===== config.mk =====
export PLATFORM = sky130hd
export DESIGN_NAME = axis_packet_arbiter
export DESIGN_NICKNAME = d
export VERILOG_FILES = /design/src/rtl/axis_arb_pkg.sv /design/src/rtl/axis_skid_buf.sv /design/src/rtl/axis_packet_arbiter.sv
export SDC_FILE = /design/constraint.sdc
export NUM_CORES = 1
export LEC_CHECK = 0
export ABC_CLOCK_PERIOD_IN_PS = 4200
export CORE_MARGIN = 2
export CORE_UTILIZATION = 28
export CTS_CLUSTER_DIAMETER = 200
export DETAILED_ROUTE_END_ITERATION = 8
export GPL_ROUTABILITY_DRIVEN = 0
export PLACE_DENSITY_LB_ADDON = 0.3
export SLEW_MARGIN = 20
export SYNTH_ARGS = -nofsm -noshare
export SYNTH_HDL_FRONTEND = slang
export SYNTH_SLANG_ARGS = --single-unit

===== constraint.sdc =====
create_clock -name clk -period 4.2 [get_ports clk]
set_input_delay 0.84 -clock clk [delete_from_list [all_inputs] [get_ports clk]]
set_output_delay 0.84 -clock clk [all_outputs]
set_load 0.02 [all_outputs]

===== src/rtl/axis_arb_pkg.sv =====
// Shared types and helpers for the AXI-Stream packet arbiter.
package axis_arb_pkg;

    localparam int unsigned MAX_N_IN  = 32;
    localparam int unsigned MAX_IDX_W = $clog2(MAX_N_IN);

    typedef enum logic [0:0] {
        IDLE = 1'b0,
        BUSY = 1'b1
    } arb_state_t;

    function automatic int words_per_beat(input int bus_w, input int word_w);
        return bus_w / word_w;
    endfunction

    // First requester strictly after ptr, wrapping modulo n; returns ptr when nobody requests.
    function automatic int unsigned rr_next(input logic [MAX_N_IN-1:0] req,
                                            input int unsigned n,
                                            input int unsigned ptr);
        int unsigned idx;
        int unsigned result;
        logic found;
        result = ptr;
        found  = 1'b0;
        for (int unsigned i = 1; i <= MAX_N_IN; i++) begin
            idx = (ptr + i) % n;
            if (!found && (i <= n) && req[idx[MAX_IDX_W-1:0]]) begin
                result = idx;
                found  = 1'b1;
            end else begin
                found = found;
            end
        end
        return result;
    endfunction

endpackage


===== src/rtl/axis_skid_buf.sv =====
// Two-entry register slice used as the optional output stage of the arbiter.
// Compiled only when AXIS_PACKET_ARBITER_OUT_REG_EN is defined.
`ifdef AXIS_PACKET_ARBITER_OUT_REG_EN
module axis_skid_buf #(
    parameter int W = 8
) (
    input  logic         clk,
    input  logic         rstn,
    input  logic         in_valid,
    output logic         in_ready,
    input  logic [W-1:0] in_data,
    output logic         out_valid,
    input  logic         out_ready,
    output logic [W-1:0] out_data
);

    logic         skid_valid_r;
    logic [W-1:0] skid_data_r;

    // Ready depends only on the skid register, so out_ready never reaches in_ready combinationally.
    assign in_ready = !skid_valid_r;

    // Output register with a spill slot for the beat that arrives while the output stalls.
    always_ff @(posedge clk or negedge rstn) begin
        if (!rstn) begin
            out_valid    <= 1'b0;
            out_data     <= '0;
            skid_valid_r <= 1'b0;
            skid_data_r  <= '0;
        end else if (in_valid && in_ready) begin
            if (out_valid && !out_ready) begin
                skid_data_r  <= in_data;
                skid_valid_r <= 1'b1;
            end else begin
                out_data  <= in_data;
                out_valid <= 1'b1;
            end
        end else if (out_ready || !out_valid) begin
            if (skid_valid_r) begin
                out_data     <= skid_data_r;
                out_valid    <= 1'b1;
                skid_valid_r <= 1'b0;
            end else begin
                out_valid <= 1'b0;
            end
        end
    end

endmodule
`endif


===== src/rtl/axis_packet_arbiter.sv =====
// Packet-level round-robin arbiter sharing one AXI-Stream sink between N_IN sources.
// Define AXIS_PACKET_ARBITER_OUT_REG_EN to register all m_* outputs through a skid buffer.
module axis_packet_arbiter
    import axis_arb_pkg::*;
#(
    parameter int N_IN           = 4,
    parameter int WORD_W         = 8,
    parameter int BUS_W          = 32,
    parameter int WORDS_PER_BEAT = words_per_beat(BUS_W, WORD_W)
) (
    input  logic                                           clk,
    input  logic                                           rstn,
    input  logic [N_IN-1:0]                                s_valid,
    output logic [N_IN-1:0]                                s_ready,
    input  logic [N_IN-1:0]                                s_last,
    input  logic [N_IN-1:0][WORDS_PER_BEAT-1:0]            s_keep,
    input  logic [N_IN-1:0][WORDS_PER_BEAT-1:0][WORD_W-1:0] s_data,
    output logic                                           m_valid,
    input  logic                                           m_ready,
    output logic                                           m_last,
    output logic [WORDS_PER_BEAT-1:0]                      m_keep,
    output logic [WORDS_PER_BEAT-1:0][WORD_W-1:0]          m_data,
    output logic [$clog2(N_IN)-1:0]                        grant_idx,
    output logic                                           busy
);

    localparam int IDX_W = $clog2(N_IN);

    arb_state_t                              state_r;
    logic [IDX_W-1:0]                        ptr_r;
    logic [IDX_W-1:0]                        next_idx_s;
    logic                                    mux_valid_s;
    logic                                    mux_ready_s;
    logic                                    mux_last_s;
    logic [WORDS_PER_BEAT-1:0]               mux_keep_s;
    logic [WORDS_PER_BEAT-1:0][WORD_W-1:0]   mux_data_s;
    logic                                    fire_s;

    assign next_idx_s = IDX_W'(rr_next(MAX_N_IN'(s_valid), N_IN, 32'(ptr_r)));
    assign busy       = (state_r == BUSY);
    assign fire_s     = mux_valid_s && mux_ready_s;

    // Route the granted source; everything is zero while idle so nothing leaks between packets.
    always_comb begin
        mux_valid_s = 1'b0;
        mux_last_s  = 1'b0;
        mux_keep_s  = '0;
        mux_data_s  = '0;
        s_ready     = '0;
        if (state_r == BUSY) begin
            mux_valid_s          = s_valid[grant_idx];
            mux_last_s           = s_last[grant_idx];
            mux_keep_s           = s_keep[grant_idx];
            mux_data_s           = s_data[grant_idx];
            s_ready[grant_idx]   = mux_ready_s;
        end else begin
            s_ready = '0;
        end
    end

    // Grant is held from the first beat until the last beat is accepted on the mux side.
    always_ff @(posedge clk or negedge rstn) begin
        if (!rstn) begin
            state_r   <= IDLE;
            ptr_r     <= IDX_W'(N_IN - 1);
            grant_idx <= '0;
        end else begin
            case (state_r)
                IDLE: begin
                    if (|s_valid) begin
                        grant_idx <= next_idx_s;
                        ptr_r     <= next_idx_s;
                        state_r   <= BUSY;
                    end
                end
                BUSY: begin
                    if (fire_s && mux_last_s) begin
                        state_r <= IDLE;
                    end
                end
                default: state_r <= IDLE;
            endcase
        end
    end

`ifdef AXIS_PACKET_ARBITER_OUT_REG_EN
    localparam int PAY_W = 1 + WORDS_PER_BEAT + WORDS_PER_BEAT * WORD_W;
    logic [PAY_W-1:0] out_pay_s;

    axis_skid_buf #(.W(PAY_W)) u_skid (
        .clk       (clk),
        .rstn      (rstn),
        .in_valid  (mux_valid_s),
        .in_ready  (mux_ready_s),
        .in_data   ({mux_last_s, mux_keep_s, mux_data_s}),
        .out_valid (m_valid),
        .out_ready (m_ready),
        .out_data  (out_pay_s)
    );

    assign {m_last, m_keep, m_data} = out_pay_s;
`else
    assign mux_ready_s = m_ready;
    assign m_valid     = mux_valid_s;
    assign m_last      = mux_last_s;
    assign m_keep      = mux_keep_s;
    assign m_data      = mux_data_s;
`endif

endmodule


Word-level counts from Yosys, hierarchy flattened
Index checks and enable logic that the tools add are counted.
{"block": "totals", "regBits": 5, "output_inout_bits": 45, "word_cells": 59}
{"block": "op_classes", "n_addsub": 4, "magnitude_cmp": 6, "mux": 33, "bitwise": 2, "n_reduce_logical": 11}
{"cell": "$bmux W32 S2", "count": 1}
{"cell": "$mux W32", "count": 2}
{"cell": "$lt A2 B6 Y1 const B", "count": 4}
{"cell": "$mux W1", "count": 14}
{"cell": "$bmux W1 S2", "count": 6}
{"cell": "$mux W4", "count": 3}
{"cell": "$bmux W4 S2", "count": 1}
{"cell": "$mux W2", "count": 4}
{"cell": "$logic_and A1 B1 Y1", "count": 6}
{"cell": "$add A2 B1 Y2 const B", "count": 2}
{"cell": "$add A2 B2 Y2 const B", "count": 2}
{"cell": "$and A4 B4 Y4", "count": 1}
{"cell": "$reduce_or A4 Y1", "count": 1}
{"cell": "$logic_not A1 Y1", "count": 3}
{"cell": "$lt A2 B3 Y1 const B", "count": 1}
{"cell": "$demux W1 S2", "count": 1}
{"cell": "$ge A2 B1 Y1 const B", "count": 1}
{"cell": "$pmux W1 S2", "count": 1}
{"cell": "$reduce_and A2 Y1", "count": 1}
{"cell": "$not A1 Y1", "count": 1}

Longest topological paths before layout
Gate-level depths: netlist of run 1.
{"block": "depth", "ltp_word": 13, "ltp_mapped": 4, "ltp_nobuf": 4}

Least setup slack after synthesis of run 1
Ideal clock, no wire load.
{"block": "synth_timing", "path_kind": "in2out", "start": "input port s_last[3]", "end": "output port m_last", "t_arrival_ps": 1523, "setup_slack_ps": 1837, "path_stages": 2, "path_cell_list": "mux4_2 > and2_1"}
{"block": "synth_between", "elab_chain_len": 3}
{"element": "start, declared", "line_no": "axis_packet_arbiter.sv:15", "text": "input logic [N_IN-1:0] s_last,"}
{"element": "$bmux W1 S2", "line_no": "axis_packet_arbiter.sv:52", "text": "mux_last_s = s_last[grant_idx];"}
{"element": "$mux W1 (not written as such)", "line_no": "axis_packet_arbiter.sv:52"}
{"element": "$mux W1", "line_no": "axis_packet_arbiter.sv:50", "text": "if (state_r == BUSY) begin"}
{"element": "end, declared", "line_no": "axis_packet_arbiter.sv:20", "text": "output logic m_last,"}
No other way between the ends. The select of a mux whose other input is x is not followed.

Final worst setup path of run 1
{"block": "layout_timing", "start": "input port s_valid[3]", "end": "output port m_valid"}
{"block": "layout_between", "elab_chain_len": 3}
{"element": "start, declared", "line_no": "axis_packet_arbiter.sv:13", "text": "input logic [N_IN-1:0] s_valid,"}
{"element": "$bmux W1 S2", "line_no": "axis_packet_arbiter.sv:51", "text": "mux_valid_s = s_valid[grant_idx];"}
{"element": "$mux W1 (not written as such)", "line_no": "axis_packet_arbiter.sv:51"}
{"element": "$mux W1", "line_no": "axis_packet_arbiter.sv:50"}
{"element": "end, declared", "line_no": "axis_packet_arbiter.sv:18", "text": "output logic m_valid,"}
No other way between the ends. The select of a mux whose other input is x is not followed.

==> results of run 1 <==
[per-stage QoR]
stage | setup WS, ns | total power, mW
after floorplan | 1.84 | 1.21
after global placement | 0.836 | 1.87
after detailed placement | 0.824 | 1.88
after CTS | 0.802 | 1.98
after global routing | 0.674 | 2.08
final | 0.809 | 1.95
[power breakdown]
group	internal (mW)	switching, mW	total [mW]
clock network	0.0651	0.0230	0.0881
logic	0.992	0.644	1.64
registers	0.0770	0.149	0.226
[layout make-up]
cell class / instances / share of cell area [%]
flip-flops and latches: 5 / 3.62
multi-input cells: 112 / 36.2
clock buffers: 4 / 1.25
well taps: 72 / 2.51
inverters: 2 / 0.209
repair buffers: 201 / 56.2
[worst register-to-register path: cells and delay by family, from the launching register on]
family,cells,cell delay [ns]
mux,1,0.55
compound gates,1,0.12
simple gates,1,0.09
flops,1,0.73
buf+inv,1,0.31
[cells in the final DEF, fill, tap and decap left out, types with 2 or more instances in the layout]
cell type / netlist / final
and2_1: 38 / 38
dfrtp_2: 0 / 2
a21oi_1: 6 / 6
nand2_1: 3 / 3
mux4_2: 39 / 39
nor3_1: 2 / 2
nor2_1: 10 / 10
clkdlybuf4s50_1: 0 / 199
inv_1: 2 / 2
clkbuf_8: 0 / 3
dfstp_2: 2 / 2
nand2b_1: 6 / 6
[metal layers]
metal | global-route usage (%) | routed length (um)
met1 | 24.0 | 2440
met3 | 3.79 | 280
met5 | 0 | 0
met4 | 4.91 | 104
met2 | 42.1 | 3950
[cell families after synthesis]
group / count (synthesis) / share of synthesized area, %
flip-flops: 5 / 8.17
buffers and inverters: 17 / 8.49
AO/OA/AOI/OAI: 12 / 4.73
AND/OR/NAND/NOR: 60 / 21.7
multiplexers: 40 / 56.9
[state kept, by name, summed over array words and instances (netlist names)]
name and count:
grant_idx 2, ptr_r 2, busy 1
[worst max-delay path by stage]
stage	from	end	slack, ns	depth (start not counted)
3_3_place_gp	s_valid[3]	m_valid	0.84	4
4_1_cts	grant_idx[0]$_DFFE_PN0P_	m_valid	0.80	4
2_1_floorplan	s_last[3]	m_last	1.84	2
6_report	s_valid[3]	m_valid	0.81	4
5_1_grt	grant_idx[0]$_DFFE_PN0P_	m_valid	0.67	4
3_5_place_dp	s_valid[3]	m_valid	0.82	4
==> flow_summary_export.csv, run 1 <==
group,metric,value,unit
run_status,status,"finished clean",
setup_path,start_kind,"input port",
setup_path,cp_cell_sequence,"clkdlybuf4s50_1, mux4_2, and2_1, clkdlybuf4s50_1",
finish,fill_cells,455,
timing,setup_viol_count_final,0,
finish,finish.instance_area,0.00359,mm^2
global_route,antenna_found_initial,0,
clock_tree,clk_latency,0.22,ns
routing,drt_pass1_iterations,4,
timing,whs,0.558,ns
timing,hold_viol_final,0,
setup_path,worstPathArrival,2.55,ns
routing,route.detailed.wl_per_inst,17.1,um
setup_path,r2r-start,"grant_idx[0]$_DFFE_PN0P_",
floorplan,ios,200,
setup_path,crit_top_cell,"clkdlybuf4s50_1",
global_route,grt_pass1_wl,10500,um
setup_path,critPathMaxFanout,6,
routing,drt_iter0_drc,32,
logic_synthesis,syn-cell-area,0.00156,mm^2
finish,final_cells,396,
finish,synthToLayoutAreaGrowth,130,%
finish,multi_input_area,0.00130,mm^2
run,cap_violations,0,
floorplan,die_x,78.7,um
clock_tree,cts.repair.resized,0,
placement,place_area,0.00355,mm^2
clock_tree,postCtsSetupBuffers,0,
timing,slew_violations,0,
finish,drive_above_1_share,14.8,%
finish,diodes,0,
floorplan,chipHeight,78.7,um
logic_synthesis,synth_flop_cell,"dfrtp_1",
timing,worstMarginPinSlew,0.947,ns
setup_path,critPathRequiredTime,3.36,ns
clock_tree,cts_tree,"done",
logic_synthesis,synthMostInstantiatedCell,"mux4_2",
min_path,hp-class,"reg2reg",
floorplan,initial_utilization,28.7,%
timing,finalWorstPathRequiredPeriod,3.39,ns
timing,post-route-period-util,80.7,%
logic_synthesis,synth.top_cell.area_share,56.3,%
clock_tree,cts_root_buffer,"clkbuf_8",
setup_path,crit_path_end_kind,"output pin",
clock_tree,cts_sinks,5,
clock_tree,clock_path_buffers,2,
logic_synthesis,synth_edf_count,0,
placement,dp_hpwl,5700,um
clock_tree,clk_pin_slew_worst_paths,0.04,ns
min_path,hold_end,"ptr_r[1]$_DFFE_PN1P_",
setup_path,criticalPathCategory,"in2out",
timing,fin_skew,0.00180,ns
logic_synthesis,synth_nets,289,
clock_tree,h-tree-depth,1,
finish,utilization,66.1,%
setup_path,r2r_cells,4,
floorplan,core,0.00544,mm^2
global_route,grt_usage,21.6,%
power,ir_drop,398,uV
routing,ant_nets,0,
floorplan,rows,27,
clock_tree,cts_hold_buf,0,
global_route,grt_pass1_vias,2101,
logic_synthesis,avgSynthCellArea,11.7,um^2
clock_tree,cts_buffers,3,
logic_synthesis,syn_inst,134,
timing,fmax,295,MHz
routing,vias,1935,
logic_synthesis,yosysUniqueCellTypes,22,
power,p_per_area,543,mW/mm^2
timing,rsz0062_at_grt,"false",
setup_path,cp_top_family,"buffers and inverters",
setup_path,cp_slowest_cell,"clkdlybuf4s50_1",
routing,viasPerCell,4.89,
logic_synthesis,seq_area_frac_synth,8.17,%
timing,finalSetupTns,0,ns
global_route,grt_max_degree,44,
routing,drc,0,
logic_synthesis,ys_async_sr_fraction,100,%
setup_path,r2r-end,"busy$_DFF_PN0_",
logic_synthesis,ys_top_cells_by_area,"mux4_2, and2_1, dfrtp_1",
setup_path,rrSetupSlack,2.34,ns
logic_synthesis,synth_seq_cells,5,
logic_synthesis,synth_top_area_cell,"mux4_2",
setup_path,slowest_delay,0.54,ns
logic_synthesis,synth_common_cells,"mux4_2, and2_1, nor2_1",
min_path,hold_path_depth,2,
logic_synthesis,ys.warnings.count,0,
setup_path,crit_buf_inv,2,
global_route,grt.overflow.total,0,
floorplan,dieArea,0.00619,mm^2
timing,slew_headroom,36.9,%
finish,final_net_count,480,
power,p_leak,1.30,nW
finish,seqCellArea,130,um^2
placement,io_buffers,199,
routing,finalWirelength,6770,um
min_path,min_from,"ptr_r[1]$_DFFE_PN1P_",
placement,placedCellCount,392,
Note: power is estimated with default switching activity, not from simulation.
==> run 2, diff against run 1 <==
ABC_CLOCK_PERIOD_IN_PS = 2940   (was 4200)
CORE_UTILIZATION = 24   (was 28)
clock period = 2.94 ns   (was 4.2 ns; I/O delays follow)
==> run 2 against run 1 <==
Effect of this change: register-to-register slack lost 0.78 ns; cell count grew 2.8%; sequential share of layout area is essentially flat; largest cell class unchanged; critical path type unchanged.
==> flow_summary_export.csv, run 2 (same netlist as run 1, synthesis figures left out) <==
group,metric,value,unit
finish,multi_input_area,0.00130,mm^2
clock_tree,h-tree-depth,1,
floorplan,core,0.00631,mm^2
finish,diodes,0,
finish,utilization,58.2,%
routing,ant_nets,0,
setup_path,crit_path_end_kind,"output pin",
run_status,status,"finished clean",
setup_path,critPathRequiredTime,2.35,ns
min_path,min_from,"ptr_r[0]$_DFFE_PN1P_",
setup_path,criticalPathCategory,"in2out",
clock_tree,cts_root_buffer,"clkbuf_8",
power,p_total,2.85,mW
routing,route.detailed.wl_per_inst,16.9,um
clock_tree,clk_pin_slew_worst_paths,0.04,ns
clock_tree,cts_tree,"done",
global_route,met2_usage,35.1,%
floorplan,die_x,84.7,um
timing,slew_headroom,66.2,%
global_route,use_met1,22.6,%
floorplan,dieArea,0.00717,mm^2
global_route,grt.overflow.total,0,
min_path,hold_path_depth,2,
timing,fmax,349,MHz
setup_path,slowest_delay,0.57,ns
power,p_per_area,777,mW/mm^2
floorplan,ios,200,
global_route,grt_pass1_wl,10900,um
setup_path,r2r-start,"grant_idx[0]$_DFFE_PN0P_",
setup_path,critPathMaxFanout,2,
min_path,hp-class,"reg2reg",
setup_path,cp_cell_sequence,"clkdlybuf4s50_1, mux4_2, and2_1, clkdlybuf4s50_1",
power,combPwrFrac,88.7,%
finish,final_cells,407,
timing,worstMarginPinSlew,0.507,ns
global_route,grt_usage,18.8,%
routing,drc,0,
timing,rsz0062_at_grt,"false",
placement,dp_hpwl,5780,um
timing,finalSetupTns,0,ns
routing,drt_iter0_drc,30,
timing,slew_violations,0,
clock_tree,clock_path_buffers,2,
timing,hold_viol_final,0,
finish,layout_common_cells,"clkdlybuf4s50_1, mux4_2, and2_1",
routing,viasPerCell,4.83,
power,power.share.clock,4.5,%
min_path,hold_end,"ptr_r[0]$_DFFE_PN1P_",
finish,seqCellArea,133,um^2
timing,post-route-period-util,97.6,%
setup_path,crit_top_cell,"clkdlybuf4s50_1",
power,p_int,1.68,mW
finish,drive_above_1_share,16.4,%
routing,finalWirelength,6900,um
run,cap_violations,0,
finish,synthToLayoutAreaGrowth,135,%
setup_path,rrSetupSlack,1.56,ns
power,p_seq_share,6.8,%
global_route,antenna_found_initial,0,
global_route,use_met3,2.85,%
clock_tree,cts_sinks,5,
timing,finalWorstPathRequiredPeriod,2.87,ns
routing,drt_pass1_iterations,4,
clock_tree,cts_buffers,3,
placement,placedCellCount,403,
setup_path,cp_top_family,"buffers and inverters",
routing,vias,1966,
global_route,busiest_layer,"met2",
setup_path,worstPathArrival,2.28,ns
finish,fill_cells,555,
timing,whs,0.547,ns
clock_tree,cts_hold_buf,0,
floorplan,initial_utilization,24.7,%
floorplan,chipHeight,84.7,um
power,p_sw,1.18,mW
timing,fin_skew,0.00408,ns
finish,final_net_count,486,
setup_path,r2r_cells,3,
setup_path,crit_buf_inv,2,
global_route,grt_max_degree,44,
setup_path,r2r-end,"busy$_DFF_PN0_",
clock_tree,clk_latency,0.22,ns
placement,io_buffers,199,
power,ir_drop,483,uV
power,p_leak,1.34,nW
timing,setup_viol_count_final,0,
power,switching_share,41.3,%
floorplan,rows,29,
setup_path,cp_slowest_cell,"clkdlybuf4s50_1",
setup_path,cp_num_cells,4,
finish,final_common_cell,"clkdlybuf4s50_1",
global_route,grt_pass1_vias,2000,
setup_path,start_kind,"input port",
## run 2: how the worst max path moves through the flow
stage                                   from         end
floorplan           grant_idx[0]$_DFFE_PN0P_  m_data[25]
global placement                   s_last[0]      m_last
detailed placement                 s_last[0]      m_last
CTS                 grant_idx[0]$_DFFE_PN0P_  m_data[28]
global route                       s_last[0]      m_last
finish                             s_last[0]      m_last
## run 2: timing repair
action / CTS / global route
buffers inserted: 0 / 0
endpoints found under the setup margin: 0 / 3
resized for setup: 0 / 1
hold endpoints to repair: 0 / 0
## run 2: area by class of cell
cell class	count	area share [%]
clock buffers	4	1.23
repair buffers	207	56.9
well taps	77	2.62
multi-input cells	112	35.4
inverters	2	0.204
flip-flops and latches	5	3.61
## run 2: worst register-to-register path, delay by kind of cell, from the launching register on
kind	cells	cell delay [ns]
AO/OA/AOI/OAI	1	0.12
flip-flops	1	0.54
multiplexers	1	0.56
AND/OR/NAND/NOR	1	0.09
## run 2: metal layers
metal	vias to the layer above	wire, um	part of all wire (%)
met2	95	3720	54
met3	12	509	7.4
met1	943	2550	37
li1	916	-	-
met5	-	0	0
met4	0	114	1.7
## run 2: power groups by stage
| stage | Sequential (mW) | Combinational, mW | Clock, mW |
|---|---|---|---|
| final | 0.195 | 2.53 | 0.127 |
| after global routing | 0.207 | 2.69 | 0.133 |
| after CTS | 0.193 | 2.57 | 0.129 |
| after detailed placement | 0.194 | 2.56 | 0 |
| after global placement | 0.193 | 2.54 | 0 |
| after floorplan | 0.156 | 1.57 | 0 |
## run 2: stage by stage
step	worst slack, ns	instance area (um^2)
after floorplan	0.853	1560
after global placement	0.107	3620
after detailed placement	0.0815	3620
after CTS	0.0680	3670
after global routing	0.0318	3670
final	0.0716	3670
==> run 3, diff against run 2 <==
CAP_MARGIN = 5   (was not set)
==> results of run 3 <==
The final DEF is identical to that of run 2; final timing and power are the same.
